`config.mk`:
```
export PLATFORM = sky130hd
export DESIGN_NAME = bcd_to_bin_seq
export DESIGN_NICKNAME = d
export VERILOG_FILES = /design/src/rtl/bcd_to_bin_seq.sv
export SDC_FILE = /design/constraint.sdc
export NUM_CORES = 1
export LEC_CHECK = 0
export ABC_AREA = 1
export BUFFER_PORTS_ARGS = -buffer_cell sky130_fd_sc_hd__buf_2
export CAP_MARGIN = 0
export CORE_MARGIN = 1.5
export CORE_UTILIZATION = 50
export DETAILED_ROUTE_END_ITERATION = 10
export PLACE_DENSITY = 0.69
export SYNTH_ARGS = -nofsm -noshare
export SYNTH_HDL_FRONTEND = slang
export SYNTH_SLANG_ARGS = --single-unit
```
`constraint.sdc`:
```
create_clock -name clk -period 1.3 [get_ports clk]
set_input_delay 0.13 -clock clk [delete_from_list [all_inputs] [get_ports clk]]
set_output_delay 0.13 -clock clk [all_outputs]
set_load 0.05 [all_outputs]
```
`src/rtl/bcd_to_bin_seq.sv`:
```
// Sequential BCD-to-binary converter using reverse double-dabble.
// One conversion in flight, valid/ready on both sides, flags digits above 9.
module bcd_to_bin_seq #(
   parameter int NDIG = 2,
   parameter int WOUT = 7
) (
   input  logic              clk,
   input  logic              rst_n,
   input  logic              in_valid,
   output logic              in_ready,
   input  logic [4*NDIG-1:0] bcd_in,
   output logic              out_valid,
   input  logic              out_ready,
   output logic [WOUT-1:0]   bin_out,
   output logic              err,
   output logic              busy
);

   localparam int CW = $clog2(WOUT + 1);
   localparam logic [CW-1:0] LAST = CW'(WOUT - 1);

   typedef enum logic [1:0] {
      IDLE,
      SHIFT,
      DONE
   } state_t;

   state_t            state;
   logic [4*NDIG-1:0] bcd_r;
   logic [WOUT-1:0]   bin_r;
   logic [CW-1:0]     cnt;

   logic              bad_digit;
   logic [4*NDIG-1:0] bcd_sh;
   logic [4*NDIG-1:0] bcd_nx;
   logic [WOUT-1:0]   bin_sh;

   // A digit is out of range when it is 10..15: bit 3 set plus bit 2 or bit 1.
   // NOTE: every always_comb output gets a default first so no latch is inferred.
   always_comb begin
      bad_digit = 1'b0;
      for (int i = 0; i < NDIG; i++) begin
         if (bcd_in[4*i+3] & (bcd_in[4*i+2] | bcd_in[4*i+1]))
            bad_digit = 1'b1;
      end
   end

   // One iteration: shift {bcd_r, bin_r} right, then correct each digit >= 8 by -3.
   always_comb begin
      bcd_sh = bcd_r >> 1;
      bin_sh = {bcd_r[0], bin_r[WOUT-1:1]};
      bcd_nx = bcd_sh;
      for (int i = 0; i < NDIG; i++) begin
         if (bcd_sh[4*i+3])
            bcd_nx[4*i +: 4] = bcd_sh[4*i +: 4] - 4'd3;
      end
   end

   // NOTE: sequential state uses non-blocking assignments so all registers update together.
   always_ff @(posedge clk or negedge rst_n) begin
      if (!rst_n) begin
         state     <= IDLE;
         in_ready  <= 1'b1;
         out_valid <= 1'b0;
         bin_out   <= '0;
         err       <= 1'b0;
         busy      <= 1'b0;
         bcd_r     <= '0;
         bin_r     <= '0;
         cnt       <= '0;
      end else begin
         case (state)
            IDLE: begin
               if (in_valid && in_ready) begin
                  in_ready <= 1'b0;
                  busy     <= 1'b1;
                  bin_r    <= '0;
                  cnt      <= '0;
                  if (bad_digit) begin
                     bcd_r     <= '0;
                     err       <= 1'b1;
                     bin_out   <= '0;
                     out_valid <= 1'b1;
                     state     <= DONE;
                  end else begin
                     bcd_r <= bcd_in;
                     state <= SHIFT;
                  end
               end
            end

            SHIFT: begin
               bcd_r <= bcd_nx;
               bin_r <= bin_sh;
               cnt   <= cnt + 1'b1;
               if (cnt == LAST) begin
                  bin_out   <= bin_sh;
                  err       <= 1'b0;
                  out_valid <= 1'b1;
                  state     <= DONE;
               end
            end

            DONE: begin
               // Result outputs are left untouched so they persist after the handshake.
               if (out_ready) begin
                  out_valid <= 1'b0;
                  in_ready  <= 1'b1;
                  busy      <= 1'b0;
                  state     <= IDLE;
               end
            end

            default: begin
               state <= IDLE;
            end
         endcase
      end
   end

endmodule

```
==> out/qor.txt <==
status = finished with violations
failing checks = negative setup slack
CP endpoint kind = flip-flop
CTS tree = yes
Initial Utilization = 0.530
Remaining DRCs = 0
Vias/cell = 5.37
WL per Instance = 13.6 um
io pins = 23
final count of hold timing violations = 0
Switching Share = 0.232
P_sw = 0.000372 W
Final WS setup = -0.0165 ns
worst-path fanout max = 5
First-pass DRT Iterations = 4
R2R depth = 7
register area share after synthesis = 0.510
Die ar. = 3280 um2
Power Internal = 0.00123 W
clock slew at reported path FFs = 0.10 ns
critical path launch point type = flip-flop
final setup vio count = 2
non-filler cells, final = 253
Core Area = 2780 um2
worst path required time = 1.51 ns
Buffers on Ports = 22
Clock Sink Count = 30
hold slack final = 0.0615 ns
Data arrival, critical path = 1.53 ns
Post-Syn Area per Cell = 8.33 um2
vias = 1358
die width = 57.3 um
Comb pwr share = 0.056
Clock Power Share = 0.361
clk buf depth = 2
ANT nets after route = 0
Clock Latency Late Sink = 0.33 ns
Top FF cell, synth = dfrtp_1
antenna violations before repair = 0
Fmax = 760 MHz
synthesized cell area = 1470 um2
1st-iter DRT viols = 43
Layout Nets = 236
crit path kind = flip-flop to flip-flop
Post-Syn Instances = 177
Final period util = 1.01
first-pass GRT wire length = 5660 um
Worst Hold Path Cells = 3
Inserted Clock Buffers = 5
Util after Layout = 0.704
Rel. slew slack = 0.749
Pleak = 1.03 nW
clock skew = 0.0170 ns
H-tree levels = 2
peak supply drop = 0.000813 V
Commonest cells post-synth = 52 x nand2_1, 29 x dfrtp_1, 21 x nor2_1, 14 x nand3_1, 11 x inv_1
cell taking the most area after synthesis = dfrtp_1
R2R setup slack = -0.02 ns
RSZ-0062 raised after global routing = true
Placer Congestion = 0.750
Die Y = 57.3 um
most frequent cell after synthesis = nand2_1
r2r endpoint = err
sequential power share = 0.583
hold path start = out_ready
share of layout cells above drive strength 1 = 0.374
area grow syn2layout = 32.9%
syn nets = 192
Max Cap Viol = 0
largest net degree at the start of global routing = 31
number of flops mapped to enable cells by yosys = 0
Hold EP = in_ready
CTS root buf = clkbuf_4
FF-to-FF Start = in_ready
remaining global-route overflow = 0
Routed WL = 3440 um
Final HPWL DP = 2230 um
setup TNS = -0.0191 ns
register bit total from synthesis = 30
Ys Warns = 0
HP Class = input pin to flip-flop
Synth top area share = 0.492
# rows = 19
ranking of synthesized cells by area = dfrtp_1 49%, nand2_1 13%, nor2_1 5.3%
Slew @ Worst Pin = 0.377 ns
gr usage total = 0.228
diode count = 0
pwr dens = 817 nW/um2
Max Slew Vio Count = 0
number of global-route vias before repair = 1237
synth unique cells = 26
ys async rst share = 1.00
placed cells = 236
min cycle time layout = 1.32 ns
[state kept, by name, indices dropped and copies added, names as in the netlist]
| name | cells |
|---|---|
| in_ready | 1 |
| bin_out | 7 |
| bcd_r | 8 |
| err | 1 |
| state | 2 |
| cnt | 3 |
| busy | 1 |
| out_valid | 1 |
| bin_r | 6 |
[logic make-up (layout without fill, tap and decap cells)]
logic type      count (synthesis)  after routing  synth area share
fa+ha+maj                       3              3            0.0255
compound gates                 25             25            0.0993
xor+xnor                        1              1           0.00594
flops                          30             30             0.510
simple gates                  100            101             0.301
buf+inv                        18             62            0.0577
[placed cells by master, fill, tap and decap left out, types with 2 or more instances in the layout]
cell type   n
nor2_4      5
o22ai_1     4
buf_2      21
o21ai_0     4
nand3_1    13
buf_6       3
nand3b_1    3
a21oi_1     3
nand2_2     8
inv_1       9
inv_2       2
nor2_1     21
ha_1        2
dfrtp_2     2
dfrtp_1    27
a21oi_2     4
inv_4       2
nand2_1    42
clkbuf_4    5
o21ai_2     2
o21ai_1     5
nand2_4     6
buf_4      15
[area by class of cell]
cell class	count	area, um2
clock buffers	7	55.1
clock inverters	1	5.00
fillers	215	823
inverters	13	53.8
multi-input cells	130	769
flip-flops and latches	30	754
well taps	31	38.8
repair buffers	41	282
[how the worst max path moves through the flow]
stage / start / to / slack, ns / cells after the start
after global placement: state[1] / bin_out[4] / 0.02 / 7
after detailed placement: in_ready / err / -0.007 / 7
after floorplan: in_ready / bcd_r[6] / -0.06 / 5
after CTS: in_ready / err / -0.007 / 7
final: in_ready / err / -0.02 / 7
after global routing: in_ready / bin_out[6] / -0.08 / 6
[critical path, stage by stage, from the launching register on]
cell and delay [ns]:
dfstp_2 0.58, nand2_4 0.07, nand2_4 0.10, nand2_8 0.06, nor2_4 0.16, nand2_4 0.10
nand2_2 0.07, nand2_1 0.05
[metal layers]
| layer | track usage | vias to the layer above | wire length (um) |
|---|---|---|---|
| li1 | - | 661 | - |
| met1 | 0.295 | 640 | 1500 |
| met2 | 0.366 | 46 | 1670 |
| met3 | 0.0680 | 11 | 175 |
| met4 | 0.0797 | 0 | 90 |
| met5 | 0 | - | 0 |
[timing repair]
item	CTS	global route
pin swaps	3	7
cloned	1	0
setup endpoints to repair	13	26
gates resized for setup	10	24
hold endpoints to repair	29	0
hold buffers	1	0
buffers inserted	2	5
[power by group through the flow]
stage          combinational [W]  clock [W]  sequential [W]
6_report               0.0000901   0.000578        0.000932
5_1_grt                 0.000102   0.000637        0.000933
4_1_cts                0.0000890   0.000595        0.000933
3_5_place_dp           0.0000824          0        0.000951
3_3_place_gp           0.0000804          0        0.000951
2_1_floorplan          0.0000285          0        0.000951
[through the flow]
stage	total power, W	setup WS, ns	instance area [um2]
2_1_floorplan	0.000980	-0.0634	1500
3_3_place_gp	0.00103	0.0156	1690
3_5_place_dp	0.00103	-0.00676	1690
4_1_cts	0.00162	-0.00699	1830
5_1_grt	0.00167	-0.0822	1960
6_report	0.00160	-0.0165	1960
Note: power is estimated with default switching activity, not from simulation.
